`src/rtl/tcdm_amo_pkg.sv`:
```
// Shared AMO definitions for the core-side initiator and the bank-side AMO shim.
// Opcode numbering must match the shim exactly.
package tcdm_amo_pkg;

   typedef enum logic [3:0] {
      AMONone = 4'h0,
      AMOSwap = 4'h1,
      AMOAdd  = 4'h2,
      AMOAnd  = 4'h3,
      AMOOr   = 4'h4,
      AMOXor  = 4'h5,
      AMOMax  = 4'h6,
      AMOMaxu = 4'h7,
      AMOMin  = 4'h8,
      AMOMinu = 4'h9,
      AMOCAS  = 4'hA
   } amo_op_t;

   localparam int unsigned AmoWordBytes = 4;
   localparam logic [3:0]  AmoOpMax     = AMOCAS;

   function automatic logic is_amo(input logic [3:0] op);
      return op != AMONone;
   endfunction

endpackage

```
`src/rtl/amo_req_encoder.sv`:
```
// Combinational encoder: 32-bit core request -> 64-bit bank lane format,
// plus legality check (misaligned AMO, high-lane CAS, unknown opcode).
module amo_req_encoder
   import tcdm_amo_pkg::*;
(
   input  logic [3:0]                  op_i,
   input  logic [2:0]                  addr_i,
   input  logic                        wen_i,
   input  logic [31:0]                 wdata_i,
   input  logic [31:0]                 swap_i,
   input  logic [AmoWordBytes-1:0]     be_i,
   output logic [63:0]                 wdata_o,
   output logic [2*AmoWordBytes-1:0]   be_o,
   output logic                        wen_o,
   output logic                        illegal_o
);

   logic hi;
   logic misaligned;

   assign hi         = addr_i[2];
   assign misaligned = (addr_i[1:0] != 2'b00);

   always_comb begin
      wdata_o   = {wdata_i, wdata_i};
      be_o      = hi ? {be_i, 4'h0} : {4'h0, be_i};
      wen_o     = 1'b0;
      illegal_o = 1'b0;
      if (op_i > AmoOpMax) begin
         illegal_o = 1'b1;
      end else if (op_i == AMOCAS) begin
         // CAS always occupies the low lane; the new value rides in the high half.
         be_o      = 8'h0F;
         wdata_o   = {swap_i, wdata_i};
         illegal_o = hi | misaligned;
      end else if (is_amo(op_i)) begin
         be_o      = hi ? 8'hF0 : 8'h0F;
         illegal_o = misaligned;
      end else begin
         wen_o     = wen_i;
      end
   end

endmodule

```
`src/rtl/amo_initiator.sv`:
```
// Core-side bank master: one outstanding load/store/AMO, encoded into the
// 64-bit bank format, with the 32-bit old value returned on a response channel.
module amo_initiator
   import tcdm_amo_pkg::*;
#(
   parameter int unsigned AddrWidth    = 32,
   parameter int unsigned AddrMemWidth = 32
) (
   input  logic                    clk_i,
   input  logic                    rst_ni,
   input  logic                    req_valid_i,
   output logic                    req_ready_o,
   input  logic [AddrWidth-1:0]    req_addr_i,
   input  logic [3:0]              req_amo_i,
   input  logic                    req_wen_i,
   input  logic [31:0]             req_wdata_i,
   input  logic [31:0]             req_swap_i,
   input  logic [3:0]              req_be_i,
   output logic                    resp_valid_o,
   input  logic                    resp_ready_i,
   output logic [31:0]             resp_rdata_o,
   output logic                    resp_err_o,
   output logic                    out_req_o,
   input  logic                    out_gnt_i,
   output logic [AddrMemWidth-1:0] out_add_o,
   output logic [3:0]              out_amo_o,
   output logic                    out_wen_o,
   output logic [63:0]             out_wdata_o,
   output logic [7:0]              out_be_o,
   input  logic [63:0]             out_rdata_i
);

   localparam int unsigned ExtW = AddrMemWidth + 3;

   typedef enum logic [1:0] {StIdle, StIssue, StRdata, StResp} state_t;

   state_t                  state_q, state_d;
   logic [AddrMemWidth-1:0] add_q, add_d;
   logic [3:0]              amo_q, amo_d;
   logic                    wen_q, wen_d;
   logic [63:0]             wdata_q, wdata_d;
   logic [7:0]              be_q, be_d;
   logic                    hi_q, hi_d;
   logic [31:0]             rdata_q, rdata_d;
   logic                    err_q, err_d;

   logic [ExtW-1:0]         addr_ext;
   logic [63:0]             enc_wdata;
   logic [7:0]              enc_be;
   logic                    enc_wen;
   logic                    enc_illegal;

   // Byte address is zero-extended when narrower than the bank word address needs.
   generate
      if (AddrWidth >= ExtW) begin : gen_addr_trunc
         assign addr_ext = req_addr_i[ExtW-1:0];
      end else begin : gen_addr_pad
         assign addr_ext = {{(ExtW - AddrWidth){1'b0}}, req_addr_i};
      end
   endgenerate

   amo_req_encoder u_encoder (
      .op_i      (req_amo_i),
      .addr_i    (addr_ext[2:0]),
      .wen_i     (req_wen_i),
      .wdata_i   (req_wdata_i),
      .swap_i    (req_swap_i),
      .be_i      (req_be_i),
      .wdata_o   (enc_wdata),
      .be_o      (enc_be),
      .wen_o     (enc_wen),
      .illegal_o (enc_illegal)
   );

   always_comb begin
      state_d      = state_q;
      add_d        = add_q;
      amo_d        = amo_q;
      wen_d        = wen_q;
      wdata_d      = wdata_q;
      be_d         = be_q;
      hi_d         = hi_q;
      rdata_d      = rdata_q;
      err_d        = err_q;
      req_ready_o  = 1'b0;
      resp_valid_o = 1'b0;
      out_req_o    = 1'b0;
      unique case (state_q)
         StIdle: begin
            req_ready_o = 1'b1;
            if (req_valid_i) begin
               add_d   = addr_ext[ExtW-1:3];
               amo_d   = req_amo_i;
               wen_d   = enc_wen;
               wdata_d = enc_wdata;
               be_d    = enc_be;
               hi_d    = addr_ext[2];
               err_d   = enc_illegal;
               rdata_d = '0;
               state_d = enc_illegal ? StResp : StIssue;
            end
         end
         StIssue: begin
            out_req_o = 1'b1;
            if (out_gnt_i) begin
               state_d = StRdata;
            end
         end
         StRdata: begin
            // Stores report zero; everything else returns the addressed 32-bit lane.
            rdata_d = wen_q ? 32'h0 : (hi_q ? out_rdata_i[63:32] : out_rdata_i[31:0]);
            state_d = StResp;
         end
         StResp: begin
            resp_valid_o = 1'b1;
            if (resp_ready_i) begin
               state_d = StIdle;
            end
         end
         default: state_d = StIdle;
      endcase
   end

   always_ff @(posedge clk_i or negedge rst_ni) begin
      if (!rst_ni) begin
         state_q <= StIdle;
         add_q   <= '0;
         amo_q   <= '0;
         wen_q   <= 1'b0;
         wdata_q <= '0;
         be_q    <= '0;
         hi_q    <= 1'b0;
         rdata_q <= '0;
         err_q   <= 1'b0;
      end else begin
         state_q <= state_d;
         add_q   <= add_d;
         amo_q   <= amo_d;
         wen_q   <= wen_d;
         wdata_q <= wdata_d;
         be_q    <= be_d;
         hi_q    <= hi_d;
         rdata_q <= rdata_d;
         err_q   <= err_d;
      end
   end

   assign out_add_o    = add_q;
   assign out_amo_o    = amo_q;
   assign out_wen_o    = wen_q;
   assign out_wdata_o  = wdata_q;
   assign out_be_o     = be_q;
   assign resp_rdata_o = rdata_q;
   assign resp_err_o   = err_q;

endmodule

```
`config.mk`:
```
export PLATFORM = sky130hd
export DESIGN_NAME = amo_initiator
export DESIGN_NICKNAME = d
export VERILOG_FILES = /design/src/rtl/tcdm_amo_pkg.sv /design/src/rtl/amo_req_encoder.sv /design/src/rtl/amo_initiator.sv
export SDC_FILE = /design/constraint.sdc
export NUM_CORES = 1
export LEC_CHECK = 0
export CAP_MARGIN = 40
export CELL_PAD_IN_SITES_DETAIL_PLACEMENT = 0
export CELL_PAD_IN_SITES_GLOBAL_PLACEMENT = 1
export CORE_MARGIN = 8
export CORE_UTILIZATION = 31
export DETAILED_ROUTE_END_ITERATION = 8
export PLACE_DENSITY = 0.86
export SYNTH_ARGS = -nofsm -noshare
export SYNTH_HDL_FRONTEND = slang
export SYNTH_SLANG_ARGS = --single-unit
```
`constraint.sdc`:
```
create_clock -name clk_i -period 3.92 [get_ports clk_i]
set_input_delay 0.784 -clock clk_i [delete_from_list [all_inputs] [get_ports clk_i]]
set_output_delay 0.784 -clock clk_i [all_outputs]
set_load 0.05 [all_outputs]
```
After elaboration in Yosys (flattened, before gate mapping)
Index checks and enable logic that the tools add are counted.
Widths: inputs -> output; s select.

storage, ports and cells
  bits in registers = 142
  memory bits (writable) = 0
  logic and storage cells = 50
  memories kept = 0
  bits of input ports = 174
  output and inout bits = 145
  ROM bits = 0
  latch bits = 0

operators by class
  reduce and logical (&&, ||, !) cells = 7
  mux-type cells = 25
  equality and inequality tests = 7
  $lt $le $gt $ge = 1
  shift operators = 0
  $add $sub $neg = 0
  divide/modulo/power cells = 0
  bitwise logic cells = 1
  multiply operators = 0

operators by type and width
  kind                number
  $mux 64             2
  $mux 32             3
  $pmux 32 s2         1
  $mux 8              5
  $mux 1              9
  $mux 2              4
  $pmux 2 s4          1
  $ne 2x2->1 const B  3
  $eq 2x2->1 const B  2
  $eq 4x4->1 const B  1
  $gt 4x4->1 const B  1
  $reduce_and 2->1    2
  $reduce_bool 2->1   2
  $reduce_bool 4->1   1
  $reduce_and 3->1    1
  $eq 2x1->1 const B  1
  $logic_not 2->1     1
  $or 1x1->1          1

Logic depth before layout (Yosys ltp)
Gate-level depths: netlist of the first run.

  depth after elaboration = 7
  gate-level depth with buffers = 8
  gate-level depth less buffers = 5

Modules after synthesis
A second synthesis of the first run with hierarchy kept.

second synthesis, totals
  cells, all modules = 492
  area total of the unflattened synthesis = 6,588.8 um2

modules (own cells, without submodules)
  module           cells an instance  instances  area each (um2)  seq. area each (um2)
  amo_initiator    388                1          5,731.7          3,553.4
  amo_req_encoder  104                1          857.1            0.0

Worst setup path after synthesis of the first run
Ideal clock, no wire load.

  path kind = register to register
  from = reg state_q[0]
  to = reg rdata_q[11], in the netlist resp_rdata_o[11]
  buffers on the path = 2
  data required time = 3,846 ps
  period minus slack after synthesis = 1,989 ps
  arrival = 1,915 ps
  setup time = 74 ps
  cell stages (with the launch flop) = 8
  setup slack = 1,931 ps
  cells stage by stage = dfrtp_1 inv_1 ha_1 buf_6 mux2i_1 clkbuf_1 nand2_1 o21ai_2

on the way
  cells in the longest elaborated chain, start to end = 3
  elaborated cells on any way between the ends = 6
  those cells by class = eq/ne (2); mux (1); reduce/logical (3)

RTL lines
  what                                                              RTL line              RTL
  start, declared                                                   amo_initiator.sv:37   state_t state_q, state_d;
  start signal, assigned                                            amo_initiator.sv:126  state_q <= StIdle;
  start signal, assigned                                            amo_initiator.sv:136  state_q <= state_d;
  $eq 2x2->1 or $logic_not 2->1 (tied branches)                     amo_initiator.sv:88   unique case (state_q)
  $reduce_bool 2->1 (no source line) or $ne 2x2->1 (tied branches)  --
  $reduce_and 2->1 (no source line)                                 --
  end signal, assigned                                              amo_initiator.sv:143  rdata_q <= rdata_d;
  end, declared                                                     amo_initiator.sv:44   logic [31:0] rdata_q, rdata_d;

Parallel ways exist; a longest one is shown, timed or not.
A chain may end at the register's enable or synchronous reset.

Worst setup path in the final report of the first run
  from = reg state_q[0]
  to = out req_ready_o

on the way
  cells in the longest elaborated chain, start to end = 2

RTL lines
  what             RTL line             RTL
  $logic_not 2->1  amo_initiator.sv:88
  $mux 1           amo_initiator.sv:88
  end, declared    amo_initiator.sv:12  output logic req_ready_o,

Every way passes these cells.

==> impl_metrics.env, run 1 <==
export IMPL_hold_class="in -> async"
export IMPL_postSynthAreaPerCell_um2=9.32
export IMPL_p_per_area_nw_per_um2=974
export IMPL_arrival_ns=2.25
export IMPL_port_buffers=315
export IMPL_critPathKind="reg -> out"
export IMPL_synth_cell_type_count=36
export IMPL_clockRootBuffer="clkbuf_16"
export IMPL_synth_compound_area_share=0.0993
export IMPL_leakage_nw=4.56
export IMPL_outcome="finished clean"
export IMPL_critPathLaunchType="flop"
export IMPL_routedWlPerCell_um=17.7
export IMPL_syn_area_um2=6200
export IMPL_coreArea_um2=19500
export IMPL_grt_max_degree=62
export IMPL_max_cap_violations=0
export IMPL_start_util=0.317
export IMPL_fp_dieW_um=157
export IMPL_setup_ws_ns=0.891
export IMPL_post_route_min_period_ns=3.03
export IMPL_drc=0
export IMPL_area_growth_pct=64.8
export IMPL_fin_crit_sh=0.773
export IMPL_synth_xor_area_share=0
export IMPL_end_kind="output pin"
export IMPL_clock_skew_ns=0.0110
export IMPL_nNetsFinal=1144
export IMPL_worstSkewPairLatency_ns=0.42
export IMPL_h_tree_depth=4
export IMPL_clk_pin_slew_ns=0.06
export IMPL_overflow=0
export IMPL_finalSetupViolCount=0
export IMPL_cts_max_path_buffers=2
export IMPL_cts_tree="yes"
export IMPL_grtUsageTotal=0.176
export IMPL_pin_count=319
export IMPL_wirelength_um=22000
export IMPL_slew_violations=0
export IMPL_crit_fanout=9
export IMPL_grt_antenna_before_repair=1
export IMPL_place_congestion=0.772
export IMPL_rsz0062_at_grt="false"
export IMPL_fillers=1849
export IMPL_place_ws_ns=1.24
export IMPL_die_area_um2=24800
export IMPL_grt_pass1_vias=5815
export IMPL_postSynthCellCount=665
export IMPL_slew_headroom=0.580
export IMPL_fin_setup_tns_ns=0
export IMPL_synth_simple_area_share=0.221
export IMPL_hpwl_um=16600
export IMPL_crit_required_ns=3.14
export IMPL_holdBufCountCts=0
export IMPL_drive_above_1_share=0.0777
export IMPL_ys_warn_count=0
export IMPL_num_vias=5646
export IMPL_ys_seq_area_frac=0.573
export IMPL_synth_top_family_by_area="simple AND/OR/NAND/NOR gates"
export IMPL_rows=51
export IMPL_fmax_mhz=330
export IMPL_numClockSinks=142
export IMPL_ctsResizeCount=0
export IMPL_post_cts_buffers=0
export IMPL_routed_via_density=4.54
export IMPL_synth_fa_ha_area_frac=0.00808
export IMPL_grt_pass1_wl_um=33300
export IMPL_cts_inserted_buffers=17
export IMPL_die_y_um=157
export IMPL_drt_iter0_drc=296
export IMPL_tightest_slew_ns=0.628
export IMPL_vdd_drop_max_uv=508
export IMPL_ant_nets=0
export IMPL_synth_seq_cells=142
export IMPL_drtPass1Iterations=4
export IMPL_finalHoldViolCount=0
export IMPL_muxShareOfSynthArea=0.0549
[stage by stage]
step                      cells  cell area [um^2]  hold slack [ns]   util  total power, W
after global routing       1244             10200            0.285  0.523          0.0105
after CTS                  1243             10200            0.268  0.523          0.0101
final                      1244             10200            0.277  0.523         0.00994
after detailed placement   1212              9600            0.461  0.491         0.00833
after floorplan             667              6200            0.488      -         0.00629
after global placement     1209              9530            0.457  0.488         0.00825
[Yosys cell counts]
library cell / number / area share
a2111oi_0: 1 / 0.0014
a211oi_1: 4 / 0.0048
a21oi_1: 1 / 0.00081
a2bb2oi_1: 1 / 0.0014
a31oi_1: 36 / 0.036
and2_2: 1 / 0.0012
and4bb_2: 1 / 0.0020
buf_1: 1 / 0.00061
buf_2: 23 / 0.019
buf_4: 7 / 0.0085
buf_6: 4 / 0.0073
clkbuf_1: 10 / 0.0061
conb_1: 1 / 0.00061
dfrtp_1: 142 / 0.57
ha_1: 4 / 0.0081
inv_1: 3 / 0.0018
mux2i_1: 34 / 0.055
nand2_1: 297 / 0.18
nand3_1: 1 / 0.00081
nand3b_1: 1 / 0.0012
nand4bb_1: 1 / 0.0018
nor2_1: 41 / 0.025
nor2b_1: 2 / 0.0020
nor2b_4: 1 / 0.0022
nor3_1: 1 / 0.00081
o21a_1: 1 / 0.0012
o21ai_0: 4 / 0.0032
o21ai_1: 3 / 0.0024
o21ai_2: 27 / 0.038
o221ai_1: 1 / 0.0014
o22ai_1: 5 / 0.0050
o32a_1: 1 / 0.0016
o41ai_1: 1 / 0.0014
or3_1: 1 / 0.0010
or3b_4: 1 / 0.0018
or4_1: 1 / 0.0012
[worst max-delay path, cell delays in order (launching register included)]
cell and delay [ns]:
dfrtp_1 0.40, inv_1 0.12, ha_1 0.41, clkdlybuf4s50_1 0.91
[kinds of logic after synthesis]
family | Yosys count
DFF | 142
other | 1
and+or+nand+nor | 350
muxes | 34
AOI/OAI and AO/OA | 86
adders and majority gates | 4
buffers and inverters | 48
[layout make-up]
class / count / area, um^2 / area share
Antenna cell: 1 / 2.50 / 0.000245
Multi-Input combinational cell: 477 / 2400 / 0.235
Timing Repair Buffer: 325 / 3300 / 0.323
Clock buffer: 18 / 429 / 0.0420
Tap cell: 265 / 332 / 0.0325
Inverter: 3 / 11.3 / 0.00110
Clock inverter: 13 / 186 / 0.0183
Sequential cell: 142 / 3550 / 0.348
[cell usage in the layout, fill, tap and decap left out, types with 2 or more instances in the layout]
cell type / n
clkbuf_16: 17
o21ai_0: 4
o21ai_2: 27
clkdlybuf4s50_1: 314
o21ai_1: 3
dfrtp_1: 141
buf_12: 4
buf_4: 5
o22ai_1: 5
conb_1: 3
ha_1: 4
nor2b_1: 2
clkinv_2: 3
inv_1: 3
a31oi_1: 36
bufinv_16: 4
mux2i_1: 33
inv_6: 4
a211oi_1: 4
nand2_1: 296
nor2_1: 41
[power breakdown]
part / leakage (nW) / internal (W) / switching, W / total (W)
registers: 1.72 / 0.00216 / 0.000380 / 0.00254
clock network: 0.301 / 0.00107 / 0.000641 / 0.00171
logic: 2.53 / 0.00188 / 0.00381 / 0.00570
total: 4.56 / 0.00511 / 0.00483 / 0.00994
[sequential cells by signal (all words and copies together) (netlist names)]
signal and cells:
hi_q 1, out_add_o 29, out_amo_o 4, out_be_o 8, out_wdata_o 64, out_wen_o 1, resp_err_o 1, resp_rdata_o 32
state_q 2
[metal layers]
metal,routed length [um],share of wire,vias up,track usage
met5,0,0,-,0
met4,306,0.014,0,0.0612
met3,1810,0.082,18,0.0559
met2,10900,0.50,192,0.297
met1,8940,0.41,2669,0.208
li1,-,-,2767,-
[worst paths after layout]
check,from,end,slack (ns),cells past startpoint
worst max register to register,state_q[0]$_DFFE_PN0P_,out_wdata_o[46]$_DFFE_PN0P_,1.70,6
min in group clk_i,out_wdata_o[5]$_DFFE_PN0P_,out_wdata_o[5]$_DFFE_PN0P_,0.47,2
worst max-delay path,state_q[0]$_DFFE_PN0P_,req_ready_o,0.89,3
worst min register to register,out_wdata_o[5]$_DFFE_PN0P_,out_wdata_o[5]$_DFFE_PN0P_,0.47,2
max in group asynchronous,rst_ni,resp_rdata_o[1]$_DFFE_PN0P_,2.98,2
worst min-delay path,rst_ni,resp_rdata_o[22]$_DFFE_PN0P_,0.28,1
Power figures use the tool's default switching activity.
==> inputs of run 2 (changes only) <==
Settings changed: CORE_UTILIZATION 31 to 26, PLACE_DENSITY 0.86 to 0.77.
Clock period 3.92 ns to 2.45 ns, I/O delays scaled along.
==> run 2 against run 1 <==
  * Total power is 59% higher
  * Global-route usage decreased by 2.4 points
  * Critical path depth down 1
  * Combinational power up 60%
  * Register-to-register slack got worse by 1.0 ns
  * Clock power increased by 54%
  * Non-clock buffer count up 5
  * Clock skew hardly changed
  * Sequential cell count unchanged
  * Core utilization down 8.5 points
  * Largest power group unchanged
==> impl_metrics.env, run 2 (synthesis results as in run 1) <==
export IMPL_critPathKind="reg -> out"
export IMPL_die_y_um=170
export IMPL_switching_share=0.493
export IMPL_grt_antenna_before_repair=1
export IMPL_pwr_share_seq=0.258
export IMPL_post_cts_buffers=0
export IMPL_pin_count=319
export IMPL_clkPwrFrac=0.167
export IMPL_rsz0062_at_grt="false"
export IMPL_clockRootBuffer="clkbuf_16"
export IMPL_r2r_start="state_q[1]$_DFFE_PN0P_"
export IMPL_crit_path_start="state_q[1]$_DFFE_PN0P_"
export IMPL_nNetsFinal=1149
export IMPL_finalSetupViolCount=0
export IMPL_r2r_slack_ns=0.66
export IMPL_drive_above_1_share=0.0864
export IMPL_outcome="finished clean"
export IMPL_power_switching_w=0.00781
export IMPL_finalHoldViolCount=0
export IMPL_routedWlPerCell_um=17.4
export IMPL_internal_power_w=0.00803
export IMPL_hold_class="in -> async"
export IMPL_crit_fanout=4
export IMPL_num_vias=5596
export IMPL_area_growth_pct=66.1
export IMPL_arrival_ns=1.80
export IMPL_clock_skew_ns=0.0106
export IMPL_grt_max_degree=71
export IMPL_start_util=0.264
export IMPL_fin_setup_tns_ns=0
export IMPL_cts_tree="yes"
export IMPL_largest_register_ffs=64
export IMPL_port_buffers=315
export IMPL_cts_inserted_buffers=17
export IMPL_layout_common_cells="310 x clkdlybuf4s50_1, 296 x nand2_1, 141 x dfrtp_1, 41 x nor2_1, 36 x a31oi_1"
export IMPL_drc=0
export IMPL_max_cap_violations=0
export IMPL_vdd_drop_max_uv=690
export IMPL_coreArea_um2=23500
export IMPL_cpLargestDelayFamily="buffers and inverters"
export IMPL_slew_violations=0
export IMPL_grt_pass1_wl_um=34200
export IMPL_hpwl_um=16700
export IMPL_pwr_share_comb=0.575
export IMPL_grtUsageTotal=0.152
export IMPL_numClockSinks=142
export IMPL_slowest_delay_ns=0.84
export IMPL_rows=56
export IMPL_critPathLaunchType="flop"
export IMPL_tightest_slew_ns=0.663
export IMPL_fin_crit_sh=0.935
export IMPL_whs_ns=0.468
export IMPL_fmax_mhz=436
export IMPL_clk_pin_slew_ns=0.07
export IMPL_cp_cell_sequence="ha_1 > clkdlybuf4s50_1"
export IMPL_fp_dieW_um=170
export IMPL_leakage_nw=4.60
export IMPL_post_route_min_period_ns=2.29
export IMPL_slew_headroom=0.558
export IMPL_p_per_area_nw_per_um2=1540
export IMPL_cts_max_path_buffers=2
export IMPL_cpMaxStageDelayCell="clkdlybuf4s50_1"
export IMPL_die_area_um2=29000
export IMPL_ant_nets=0
export IMPL_drtPass1Iterations=4
export IMPL_crit_required_ns=1.96
export IMPL_layout_commonest_cell="clkdlybuf4s50_1"
export IMPL_place_congestion=0.748
export IMPL_end_kind="output pin"
export IMPL_p_total_w=0.0158
export IMPL_drt_iter0_drc=324
export IMPL_grt_pass1_vias=5758
export IMPL_worstSkewPairLatency_ns=0.41
export IMPL_overflow=0
export IMPL_routed_via_density=4.29
export IMPL_path_buf_inv=1
export IMPL_h_tree_depth=4
export IMPL_wirelength_um=22600
## run 2: cell types whose count changed in the layout (fill, tap and decap cells not counted), sizes merged, moves of 2 or more
cell           previous run  this run
clkinv                    4         7
buf                      11        18
bufinv                    4         2
clkdlybuf4s50           314       310
## run 2: area by class of cell
cell class              count  area, um^2
diodes                      1        2.50
clock buffers              18         439
clock inverters            14         156
fillers                  2330       13200
inverters                   3        11.3
multi-input cells         477        2400
flip-flops and latches    142        3550
well taps                 319         399
repair buffers            330        3330
## run 2: path summary, 6_finish.rpt
kind | endpoint | cells after the start
setup / recovery | resp_valid_o | 2
hold / removal | out_add_o[20]$_DFFE_PN0P_ | 2
setup reg to reg | out_wdata_o[50]$_DFFE_PN0P_ | 7
hold reg to reg | out_add_o[7]$_DFFE_PN0P_ | 2
max in group asynchronous | out_wdata_o[52]$_DFFE_PN0P_ | 3
min in group clk_i | out_add_o[7]$_DFFE_PN0P_ | 2
## run 2: metrics by stage
step | instance area (um^2) | std cells | utilization | worst slack (ns)
5_1_grt | 10300 | 1303 | 0.438 | 0.102
2_1_floorplan | 6200 | 667 | - | 0.461
3_3_place_gp | 9680 | 1270 | 0.413 | 0.280
4_1_cts | 10300 | 1303 | 0.438 | 0.0245
3_5_place_dp | 9680 | 1270 | 0.413 | 0.267
6_report | 10300 | 1304 | 0.439 | 0.159
## run 2: power groups by stage
stage / Sequential, W / Clock (W) / Combinational, W
floorplan: 0.00774 / 0 / 0.00232
global placement: 0.00409 / 0 / 0.00919
detailed placement: 0.00414 / 0 / 0.00923
CTS: 0.00411 / 0.00274 / 0.00925
global route: 0.00424 / 0.00282 / 0.00963
finish: 0.00409 / 0.00264 / 0.00911
## run 2: what timing repair did
action	CTS	global route
hold buffers	1	0
endpoints found under the hold margin	8	0
setup endpoints to repair	0	1
gates resized for setup	0	1
## run 2: per-layer routing
metal  part of all wire  GRT usage
met5                  0          0
met4             0.0054     0.0309
met3              0.082     0.0589
met2               0.50      0.262
met1               0.41      0.178
==> inputs of run 3 (changes only) <==
Settings changed: CORE_UTILIZATION 26 to 31, PLACE_DENSITY 0.77 to 0.86, RECOVER_POWER set to 50.
Clock period 2.45 ns to 2.9 ns, I/O delays scaled along.
==> run 3 against run 2 <==
  * Via count increased by 0.86%
  * Clock-buffer cell count unchanged
  * Worst setup slack improved by 0.19 ns
  * Global-route usage increased by 2.5 points
  * Sequential power decreased by 16%
  * Final area decreased by 1.7%
  * Clock power decreased by 20%
  * Combinational power decreased by 16%
  * Cell count decreased by 4.4%
  * Critical path depth increased by 1
  * Register-to-register slack got worse by 0.18 ns
  * Total power decreased by 17%
  * The flow now finishes with violations (max-capacitance violations, max-slew violations)
==> impl_metrics.env, run 3 (synthesis results as in run 1) <==
export IMPL_outcome="finished with violations"
export IMPL_violations="max-capacitance violations, max-slew violations"
export IMPL_dpl_cell_area_um2=9630
export IMPL_rsz0062_at_grt="false"
export IMPL_coreArea_um2=19500
export IMPL_grtUsageTotal=0.177
export IMPL_grt_antenna_before_repair=1
export IMPL_die_area_um2=24800
export IMPL_r2r_start="state_q[0]$_DFFE_PN0P_"
export IMPL_rr_worst_depth=7
export IMPL_clockRootBuffer="clkbuf_16"
export IMPL_post_route_min_period_ns=2.55
export IMPL_num_vias=5644
export IMPL_slew_headroom=-0.225
export IMPL_clock_skew_ns=0.00751
export IMPL_overflow=0
export IMPL_ctsResizeCount=0
export IMPL_end_kind="output pin"
export IMPL_tightest_slew_ns=1.84
export IMPL_crit_required_ns=2.32
export IMPL_cts_tree="yes"
export IMPL_drtPass1Iterations=4
export IMPL_rows=51
export IMPL_p_total_w=0.0132
export IMPL_area_growth_pct=63.3
export IMPL_drive_above_1_share=0.0683
export IMPL_die_y_um=157
export IMPL_clk_pin_slew_ns=0.07
export IMPL_hpwl_um=16400
export IMPL_fmax_mhz=392
export IMPL_grt_pass1_wl_um=33900
export IMPL_vdd_drop_max_uv=560
export IMPL_place_congestion=0.770
export IMPL_start_util=0.317
export IMPL_holdBufCountCts=0
export IMPL_h_tree_depth=4
export IMPL_timing_rr_end="out_wdata_o[44]$_DFFE_PN0P_"
export IMPL_critPathKind="reg -> out"
export IMPL_critPathLaunchType="flop"
export IMPL_holdPathEnd="out_add_o[9]$_DFFE_PN0P_"
export IMPL_routedWlPerCell_um=17.6
export IMPL_layout_commonest_cell="clkdlybuf4s50_1"
export IMPL_drc=0
export IMPL_pin_count=319
export IMPL_worstSkewPairLatency_ns=0.41
export IMPL_ant_nets=0
export IMPL_arrival_ns=1.97
export IMPL_fin_setup_tns_ns=0
export IMPL_cts_max_path_buffers=2
export IMPL_leakage_nw=4.51
export IMPL_drt_iter0_drc=260
export IMPL_r2r_slack_ns=0.48
export IMPL_largest_register_ffs=64
export IMPL_worstHoldPathCells=2
export IMPL_numClockSinks=142
export IMPL_wirelength_um=21900
export IMPL_layout_common_cells="314 x clkdlybuf4s50_1, 297 x nand2_1, 141 x dfrtp_1, 41 x nor2_1, 36 x a31oi_1"
export IMPL_cts_inserted_buffers=17
export IMPL_p_per_area_nw_per_um2=1300
export IMPL_finalHoldViolCount=0
export IMPL_crit_fanout=3
export IMPL_hold_class="reg -> reg"
export IMPL_slew_violations=72
export IMPL_finalSetupViolCount=0
export IMPL_routed_via_density=4.53
export IMPL_post_cts_buffers=0
export IMPL_grt_pass1_vias=5883
export IMPL_min_from="out_add_o[9]$_DFFE_PN0P_"
export IMPL_grt_max_degree=72
export IMPL_final_area_um2=10100
export IMPL_port_buffers=315
export IMPL_fin_crit_sh=0.880
export IMPL_max_cap_violations=1
export IMPL_nNetsFinal=1146
export IMPL_fp_dieW_um=157
run 3: changes by cell type in the layout (fill, tap and decap cells not counted), moves of 3 or more:
cell | previous run | this run
clkbuf_2 | 0 | 3
clkinvlp_4 | 0 | 3
o21ai_2 | 27 | 16
o21ai_0 | 4 | 16
clkdlybuf4s50_1 | 310 | 314
buf_4 | 12 | 3
run 3: through the flow:
stage	setup slack, ns	util	std cells	hold slack (ns)
detailed placement	0.596	0.493	1214	0.461
CTS	0.310	0.522	1246	0.200
finish	0.348	0.518	1247	0.473
global placement	0.623	0.492	1213	0.457
global route	0.210	0.518	1247	0.501
floorplan	0.911	-	667	0.284
run 3: routing by layer:
metal / routed length, um / vias up / global-route usage
met2: 10900 / 188 / 0.295
met1: 8880 / 2655 / 0.213
met4: 374 / 0 / 0.0644
met5: 0 / - / 0
met3: 1780 / 25 / 0.0543
li1: - / 2776 / -
run 3: report_power, final:
part	switching (W)	internal (W)	total (W)	leakage, nW
Clock	0.000904	0.00122	0.00212	0.275
Combinational	0.00511	0.00252	0.00763	2.51
Sequential	0.000515	0.00292	0.00343	1.72
Total	0.00653	0.00666	0.0132	4.51
run 3: area by class of cell:
type | count | area, um^2
inverter | 3 | 11.3
fill | 1857 | 9410
antenna | 1 | 2.50
sequential | 142 | 3550
timing repair buffer | 327 | 3290
multi-input combinational | 477 | 2350
clock inverter | 14 | 135
clock buffer | 18 | 439
tap | 265 | 332
run 3: how the worst max path moves through the flow:
stage / start / endpoint / slack (ns) / cells past startpoint
final: state_q[0]$_DFFE_PN0P_ / req_ready_o / 0.35 / 3
after global routing: rst_ni / resp_rdata_o[19]$_DFFE_PN0P_ / 0.21 / 2
after CTS: state_q[0]$_DFFE_PN0P_ / req_ready_o / 0.31 / 3
after detailed placement: req_valid_i / out_wdata_o[44]$_DFFE_PN0P_ / 0.60 / 5
after global placement: req_valid_i / out_add_o[12]$_DFFE_PN0P_ / 0.62 / 5
after floorplan: state_q[0]$_DFFE_PN0P_ / resp_rdata_o[11]$_DFFE_PN0P_ / 0.91 / 7
run 3: worst max-delay path: stages (launching register included):
cell             delay [ns]
dfrtp_1                0.42
inv_1                  0.13
ha_1                   0.18
clkdlybuf4s50_1        0.83
